[config.mk]
export PLATFORM = sky130hd
export DESIGN_NAME = id_operand_stage
export DESIGN_NICKNAME = d
export VERILOG_FILES = /design/src/rtl/id_operand_stage.sv
export SDC_FILE = /design/constraint.sdc
export NUM_CORES = 1
export LEC_CHECK = 0
export BUFFER_PORTS_ARGS = -buffer_cell sky130_fd_sc_hd__buf_2
export CAP_MARGIN = 20
export CORE_MARGIN = 8
export CORE_UTILIZATION = 49
export CTS_CLUSTER_DIAMETER = 80
export CTS_CLUSTER_SIZE = 14
export DETAILED_ROUTE_END_ITERATION = 8
export PLACE_DENSITY = 0.9
export SETUP_SLACK_MARGIN = 0.5
export SYNTH_ARGS = -nofsm -noshare
export SYNTH_HDL_FRONTEND = slang
export SYNTH_SLANG_ARGS = --single-unit
[constraint.sdc]
create_clock -name clk -period 3 [get_ports clk]
set_input_delay 0.45 -clock clk [delete_from_list [all_inputs] [get_ports clk]]
set_output_delay 0.45 -clock clk [all_outputs]
set_load 0.02 [all_outputs]
[src/rtl/id_operand_stage.sv]
// ID operand stage: resolves two source operands (register file or forwarding),
// detects load-use hazards and holds the ID/EX pipeline register.
module id_operand_stage #(
    parameter int DATA_W   = 16,
    parameter int ADDR_W   = 4,
    parameter int FWD_N    = 2,
    parameter int CTRL_W   = 6,
    parameter int ZERO_REG = 0,
    parameter int CNT_W    = 8
) (
    input  logic                      clk,
    input  logic                      rst,
    input  logic                      dec_valid_i,
    input  logic [CTRL_W-1:0]         dec_ctrl_i,
    input  logic                      dec_we_i,
    input  logic [ADDR_W-1:0]         dec_waddr_i,
    input  logic [1:0]                re_i,
    input  logic [2*ADDR_W-1:0]       raddr_i,
    input  logic [2*DATA_W-1:0]       rf_data_i,
    input  logic [FWD_N-1:0]          fwd_we_i,
    input  logic [FWD_N-1:0]          fwd_load_i,
    input  logic [FWD_N*ADDR_W-1:0]   fwd_waddr_i,
    input  logic [FWD_N*DATA_W-1:0]   fwd_wdata_i,
    input  logic                      hold_i,
    input  logic                      flush_i,
    input  logic                      clr_cnt_i,
    output logic                      stall_req_o,
    output logic                      valid_o,
    output logic [CTRL_W-1:0]         ctrl_o,
    output logic                      we_o,
    output logic [ADDR_W-1:0]         waddr_o,
    output logic [2*DATA_W-1:0]       op_o,
    output logic [CNT_W-1:0]          stall_cnt_o
);

    logic [DATA_W-1:0] res_op [2];
    logic [1:0]        hazard;

    // Source 0 is the youngest, so the first hit while scanning upward wins.
    for (genvar k = 0; k < 2; k++) begin : g_opnd
        logic [ADDR_W-1:0] addr;
        logic [DATA_W-1:0] val;
        logic              haz;
        logic              hit;

        assign addr = raddr_i[k*ADDR_W +: ADDR_W];

        always_comb begin
            val = '0;
            haz = 1'b0;
            hit = 1'b0;
            if (re_i[k] && !(ZERO_REG != 0 && addr == '0)) begin
                val = rf_data_i[k*DATA_W +: DATA_W];
                for (int j = 0; j < FWD_N; j++) begin
                    if (!hit && fwd_we_i[j] && fwd_waddr_i[j*ADDR_W +: ADDR_W] == addr) begin
                        hit = 1'b1;
                        if (fwd_load_i[j]) begin
                            haz = 1'b1;
                        end else begin
                            val = fwd_wdata_i[j*DATA_W +: DATA_W];
                        end
                    end
                end
            end
        end

        assign res_op[k] = val;
        assign hazard[k] = haz;
    end

    assign stall_req_o = dec_valid_i & (|hazard);

    logic                bubble;
    logic                valid_d, valid_q;
    logic [CTRL_W-1:0]   ctrl_d, ctrl_q;
    logic                we_d, we_q;
    logic [ADDR_W-1:0]   waddr_d, waddr_q;
    logic [2*DATA_W-1:0] op_d, op_q;
    logic [CNT_W-1:0]    stall_cnt_q;

    assign bubble = stall_req_o & ~hold_i & ~flush_i;

    // Flush and bubble both load an empty slot; hold simply blocks the load.
    always_comb begin
        valid_d = 1'b0;
        ctrl_d  = '0;
        we_d    = 1'b0;
        waddr_d = '0;
        op_d    = '0;
        if (!flush_i && !stall_req_o) begin
            valid_d = dec_valid_i;
            we_d    = dec_we_i & dec_valid_i;
            waddr_d = dec_waddr_i;
            if (dec_valid_i) begin
                ctrl_d = dec_ctrl_i;
                op_d   = {res_op[1], res_op[0]};
            end
        end
    end

    always_ff @(posedge clk or posedge rst) begin
        if (rst) begin
            valid_q <= 1'b0;
            ctrl_q  <= '0;
            we_q    <= 1'b0;
            waddr_q <= '0;
            op_q    <= '0;
        end else if (flush_i || !hold_i) begin
            valid_q <= valid_d;
            ctrl_q  <= ctrl_d;
            we_q    <= we_d;
            waddr_q <= waddr_d;
            op_q    <= op_d;
        end
    end

    always_ff @(posedge clk or posedge rst) begin
        if (rst) begin
            stall_cnt_q <= '0;
        end else if (clr_cnt_i) begin
            stall_cnt_q <= '0;
        end else if (bubble && stall_cnt_q != {CNT_W{1'b1}}) begin
            stall_cnt_q <= stall_cnt_q + 1'b1;
        end
    end

    assign valid_o     = valid_q;
    assign ctrl_o      = ctrl_q;
    assign we_o        = we_q;
    assign waddr_o     = waddr_q;
    assign op_o        = op_q;
    assign stall_cnt_o = stall_cnt_q;

endmodule
Yosys cells after proc, flatten, opt, wreduce, memory -nomap -nowiden. Index checks and enable logic that the tools add are counted.

Flip-flop bits (word level): 52. Output and inout bits: 53. Input bits: 103.

Mux-type cells: 32. Eq/ne operators: 5. Bitwise logic cells: 6. Reduce and logical (&&, ||, !) cells: 16. $add $sub $neg: 1.

Operator list (count): two-way mux 16 bit (10); two-way mux 32 bit (2); == test 4 bit (4); two-way mux 8 bit (2); two-way mux 1 bit (15); two-way mux 6 bit (2); adder 8 x 1 -> 8 bit (second input constant) (1); logical AND 1 bit (8); != test 8 bit (second input constant) (1); logical NOT 1 bit (5); bitwise AND 1 bit (4); two-way mux 4 bit (1); inverter 1 bit (2); nonzero test 2 bit (1); OR reduction 2 bit (1); logical OR 1 bit (1).

Logic depth before layout (Yosys ltp). Gate-level depths: netlist (run 1).

Word-level depth: 16. Depth in mapped cells: 10.

Worst setup path after synthesis (run 1). Ideal clock, no wire load.

Kind: input-to-output. From: in fwd_waddr_i[2]. To: out stall_req_o. Data arrival time: 1.905 ns. Data required time: 2.550 ns. Slack: 0.645 ns. Stages on the path: 5. Cells stage by stage: xor2_1 -> nor4_2 -> mux2_2 -> o21ai_0 -> inv_1.

Longest elaborated chain between the ends: 11. Elaborated cells on any way between the ends: 24.

Ends and longest elaborated chain: from (decl) (RTL line 22) `input logic [FWD_N*ADDR_W-1:0] fwd_waddr_i,`; == test 4 bit (RTL line 55) `if (!hit && fwd_we_i[j] && fwd_waddr_i[j*ADDR_W +: ADDR_W] == addr) begin`; logical AND 1 bit (RTL line 55); two-way mux 1 bit (RTL line 55); two-way mux 1 bit (RTL line 52) `if (re_i[k] && !(ZERO_REG != 0 && addr == '0)) begin`; logical NOT 1 bit (RTL line 55); logical AND 1 bit (2 in a row) (RTL line 55); two-way mux 1 bit (RTL line 55); two-way mux 1 bit (RTL line 52); OR reduction 2 bit (*) (RTL line 71) `assign stall_req_o = dec_valid_i & (|hazard);`; bitwise AND 1 bit (*) (RTL line 71); to (decl) (RTL line 27) `output logic stall_req_o,`.

Mark *: on every way between the ends. The rest lies on a longest branch, timed or not. The select of a mux whose other input is x is not followed.

Worst setup path in the final report (run 1). Ends and elaborated chain as after synthesis.

==> results.ini, run 1 <==
[sta]
final_hold_viol_count=0
fin_tns_setup_ns=0
relSlewSlack_pct=38.5
fmax_mhz=421
finClkSkew_ns=0.00149
tightest_slew_ns=0.920
rsz0062_at_grt=no
setup_viol=0
setup_ws_ns=0.626
min_period_ns=2.37
slew_violations=0
timing.final.crit_share_pct=79.1

[grt]
antenna_found_initial=0
grt_max_degree=41
grt_pass1_vias=3131
grt-ovfl-total=0
grt_util_all_layers_pct=21.3
grt_pass1_wl_mm=15.1

[synth]
synth_sequential_area_ratio_pct=44.9
async_reset_ff_share_pct=100
synth_flop_cell=dfrtp_1
syn-instance-count=303
synth-edff-count=0
synthSimpleGateAreaFrac_pct=17.1
yosysMostFrequentCell=dfrtp_1
synth.top_cells.by_area=dfrtp_1, a22o_1, mux2i_1
synth_mux_area_share_pct=7.00
yosysWarningCount=0
synthXorXnorAreaFrac_pct=5.14
ys_seq_elements=52
synthAdderAreaFrac_pct=0.432
syn_area_per_cell_um2=9.56
syn_nets=407
synthTopCellsByCount=dfrtp_1, nor2_1, nand2_1
yosys.area.top_type=dfrtp_1
synth_top_family_by_area=compound AO/OA/AOI/OAI gates
synthDistinctLibCells=41
synth_compound_area_share_pct=21.6
synth_area_um2=2900
synth_top_area_share_pct=44.9

[setup_path]
critPathKind=in -> out
reg2reg_from=stall_cnt_o[0]
path_cells=buf_2 > xor2_1 > nor4_4 > mux2_2 > o21ai_1 > inv_1 > buf_2
cp_common_cell=buf_2
worstSetupEndpointType=primary output
critical_path_arrival_ns=1.92
crit_path_start_kind=input port
r2r_end=stall_cnt_o[2]
max_stage_delay_ns=0.42
cp_max_fo=4
worstRegToRegCells=5
critical_path_required_ns=2.55
critPathSlowestCell=mux2_2
r2r_slack_ns=1.19

[drt]
drtPass1Iterations=4
viasPerCell=5.73
routed_wl_mm=9.58
postRouteAntennaNets=0
post_drt_wl_per_cell_um=18.1
drtIter0Drc=131
drcViolationCount=0
vias=3028

[die]
dieArea_um2=8630
ios=156
core_area_um2=5820
core.rowCount=28
fp.dieH_um=92.9
start_util_pct=49.8
chipWidth_um=92.9

[clock_network]
clockBufferDepth=2
cts.sink_count=52
cts_tree=done
clk_pin_slew_worst_paths_ns=0.09
clk_latency_ns=0.30
cts_root_buf=clkbuf_8
h-tree-depth=2
hold_buffers=0
cts_buffers=5

[place]
dp_hpwl_mm=7.32
port-buffer-count=155
gp_congestion=0.885
post-place-ws_ns=0.441

[layout]
synthToLayoutAreaGrowth_pct=33.3
register_area_um2=1300
layout-drive-gt1-share_pct=39.7
n_fill_cell=497
multiInputGateArea_um2=1510
antennaDiodeCount=0
final_nets=556

[status]
outcome=complete, no violations

[hold_path]
hp-class=in -> async

[power_and_ir_drop]
ir_worst_vdd_mv=0.226
leakage_nw=2.12
power_density_nw_per_um2=388

[flow_run]
cap_violations=0

[how the worst max path moves through the flow]
stage	end	cells past startpoint	startpoint	slack, ns
after global routing	stall_req_o	7	fwd_waddr_i[2]	0.55
final	stall_req_o	7	fwd_waddr_i[2]	0.63
after floorplan	stall_req_o	5	fwd_waddr_i[2]	0.64
after detailed placement	stall_cnt_o[2]	7	fwd_waddr_i[2]	0.44
after CTS	stall_req_o	8	fwd_waddr_i[0]	0.52
after global placement	stall_cnt_o[2]	7	fwd_waddr_i[2]	0.51
[critical path, delay by kind of cell]
kind,cells,cell delay [ns]
AND/OR/NAND/NOR,1,0.35
buffers and inverters,3,0.32
XOR/XNOR,1,0.18
AO/OA/AOI/OAI,1,0.19
multiplexers,1,0.42
[routing by layer]
layer  global-route usage (%)  part of all wire, %
met5                        0                    0
met4                     6.04                  1.1
met3                     4.94                  9.8
met2                     37.9                   50
met1                     24.9                   39
[report_power, final]
group / switching, mW / total [mW] / internal [mW] / leakage, nW
registers: 0.0100 / 0.729 / 0.719 / 0.716
clock network: 0.229 / 0.502 / 0.273 / 0.0614
logic: 0.154 / 0.267 / 0.114 / 1.34
total: 0.393 / 1.50 / 1.11 / 2.12
[sequential cells by signal, indices dropped and copies added, names as in the netlist]
signal       cells
ctrl_o           6
waddr_o          4
stall_cnt_o      8
op_o            32
we_o             1
valid_o          1
[logic make-up (layout without fill, tap and decap cells)]
group,after synthesis,count (layout)
and+or+nand+nor,100,100
AOI/OAI and AO/OA,90,90
DFF,52,52
adders and majority gates,1,1
buffers and inverters,23,173
xor gates and xnor gates,17,17
muxes,20,20
[cells in the final DEF (no fill, tap or decap), types with 2 or more instances in the layout]
cell type	count
nand3b_1	4
or4_1	2
buf_2	155
inv_1	2
dfrtp_1	52
mux2_2	2
mux2i_1	17
nor2b_1	2
o21ai_0	3
nand2_1	27
nand4_1	3
nor4_4	2
clkbuf_8	6
nand3_1	8
o31ai_1	17
xnor2_1	6
nand2b_1	2
or3_1	2
nor2_1	38
o22ai_1	16
a21oi_1	24
a22o_1	23
nor4_1	2
xor2_1	11
buf_4	7
[layout make-up]
type | count | share of cell area (%)
multi-input combinational | 228 | 39.0
inverter | 3 | 0.292
clock buffer | 6 | 2.14
timing repair buffer | 162 | 21.5
tap | 75 | 2.43
sequential | 52 | 33.7
clock inverter | 2 | 1.00
[repair_timing]
item | in CTS | in global routing
endpoints found under the setup margin | 1 | 1
pin swaps | 1 | 1
resized for setup | 2 | 1
cloned | 0 | 0
setup buffers | 0 | 0
[through the flow]
step           power, mW  util [%]  area (um^2)  cells  hold WS, ns
3_3_place_gp       0.998      64.1         3730    520        0.455
4_1_cts             1.51      66.3         3860    528        0.212
6_report            1.50      66.4         3860    528        0.187
5_1_grt             1.56      66.4         3860    528        0.231
2_1_floorplan      0.875         -         2900    303        0.513
3_5_place_dp        1.01      64.1         3730    520        0.465
(Power assumes the default switching activity.)
==> run 2, diff against run 1 <==
Settings changed: CORE_UTILIZATION 49 to 45, PLACE_DENSITY 0.9 to 0.83.
Clock period 3 ns to 2.3 ns, I/O delays scaled along.
==> results.ini, run 2 (same netlist as run 1, synthesis figures left out) <==
[power_and_ir_drop]
p_comb_share_pct=23.5
p_sw_share_pct=29.7
pwr-share-clk_pct=27.0
netSwitchingPower_uw=572
design_power_total_mw=1.93
ir_worst_vdd_mv=0.302
power_density_nw_per_um2=418
leakage_nw=2.34
p_int_mw=1.35
sequentialPowerShare_pct=49.5

[die]
chipWidth_um=96.2
dieArea_um2=9260
fp.dieH_um=96.2
core_area_um2=6280
core.rowCount=29
start_util_pct=46.1
ios=156

[clock_network]
cts_buffers=5
hold_buffers=0
h-tree-depth=2
cts_tree=done
clockBufferDepth=2
clk_pin_slew_worst_paths_ns=0.09
clk_latency_ns=0.30
cts_root_buf=clkbuf_8
cts.sink_count=52

[grt]
grtUsageMet2_pct=35.8
antenna_found_initial=0
grt_pass1_wl_mm=14.9
grt_max_degree=53
grt_pass1_vias=3002
grt_use_met3_pct=4.60
busiest_layer=met2
grt_util_all_layers_pct=20.4
grt-ovfl-total=0
met1_usage_pct=24.9

[sta]
final_hold_viol_count=0
relSlewSlack_pct=56.9
finClkSkew_ns=0.00696
timing.final.crit_share_pct=88.8
setup_viol=0
rsz0062_at_grt=yes
fmax_mhz=490
tightest_slew_ns=0.646
slew_violations=0
min_period_ns=2.04

[place]
gp_congestion=0.899
port-buffer-count=155
dp_hpwl_mm=7.54
dp_cells=528

[layout]
final_cell_mix=buf_2, dfrtp_1, nor2_1
n_fill_cell=424
antennaDiodeCount=0
synthToLayoutAreaGrowth_pct=58.9
layout-drive-gt1-share_pct=52.3
final_common_cell=buf_2
largest_reg_flops=32
instances_no_fill=553
final_nets=579

[drt]
drtPass1Iterations=4
drtIter0Drc=163
drcViolationCount=0
post_drt_wl_per_cell_um=21.1
postRouteAntennaNets=0
routed_wl_mm=11.7
viasPerCell=5.88
vias=3252

[setup_path]
startpoint=raddr_i[2]
critical_path_arrival_ns=2.25
reg2reg_from=stall_cnt_o[0]
cp_max_fo=8
critical_path_required_ns=2.51
crit_path_start_kind=input port
critPathKind=in -> reg
worstSetupEndpointType=flip-flop

[status]
outcome=complete, no violations

[flow_run]
cap_violations=0

[hold_path]
hp-class=in -> async

==> run 2: cell count changes in the layout (fill, tap and decap cells not counted), moves of 6 or more <==
cell     before  now
a21oi_1      24   14
a21oi_2       0   10
buf_2       155  149
buf_4         7   16
buf_6         0   11
o31ai_1      17    1
o31ai_4       0   13
==> run 2: cell type report <==
type,count,area [um^2],area share (%)
timing repair buffer,183,1130,24.6
clock inverter,2,16.3,0.353
tap,77,96.3,2.09
clock buffer,6,72.6,1.58
multi-input combinational,230,1970,42.9
sequential,52,1300,28.3
inverter,3,11.3,0.245
==> run 2: final timing paths <==
kind / end / slack (ns) / cells past startpoint
setup reg to reg: stall_cnt_o[4] / 0.53 / 6
min in group clk: ctrl_o[4] / 0.25 / 2
hold / removal: stall_cnt_o[2] / 0.19 / 3
setup / recovery: op_o[27] / 0.26 / 10
max in group asynchronous: ctrl_o[3] / 1.66 / 3
hold reg to reg: valid_o / 0.48 / 1
==> run 2: metal layers <==
layer / vias to the layer above / routed length [um] / part of all wire (%)
li1: 1461 / - / -
met1: 1551 / 4230 / 36
met2: 213 / 5960 / 51
met3: 27 / 1230 / 11
met4: 0 / 249 / 2.1
met5: - / 0 / 0
==> run 2: power groups by stage <==
stage,combinational (mW),clock [mW],sequential [mW]
after floorplan,0.152,0,0.999
after global placement,0.350,0,0.969
after detailed placement,0.359,0,0.970
after CTS,0.379,0.530,0.952
after global routing,0.483,0.567,0.955
final,0.453,0.520,0.952
==> run 2: critical path, cell delays in order <==
cell and delay (ns):
buf_4 0.14, xor2_1 0.18, nor3_2 0.23, nand3_2 0.15, mux2i_4 0.25, buf_4 0.17
a21oi_2 0.13, nand3_2 0.16, buf_12 0.24, o31ai_4 0.25
==> run 2: repair_timing <==
item                       4_1_cts  5_1_grt
cloned                           0        6
gates resized for setup         20       74
setup buffers                    7        4
pin swaps                        9       15
setup endpoints to repair       26       49
==> run 2: per-stage QoR <==
stage | hold WS [ns] | area (um^2) | TNS (ns) | worst slack (ns) | util (%)
after CTS | 0.225 | 4090 | 0 | 0.319 | 65.2
final | 0.193 | 4600 | 0 | 0.258 | 73.3
after global routing | 0.245 | 4600 | 0 | 0.209 | 73.3
after global placement | 0.456 | 3850 | 0 | 0.0364 | 61.4
after floorplan | 0.408 | 2980 | 0 | 0.248 | -
after detailed placement | 0.465 | 3850 | -0.0857 | -0.0567 | 61.4
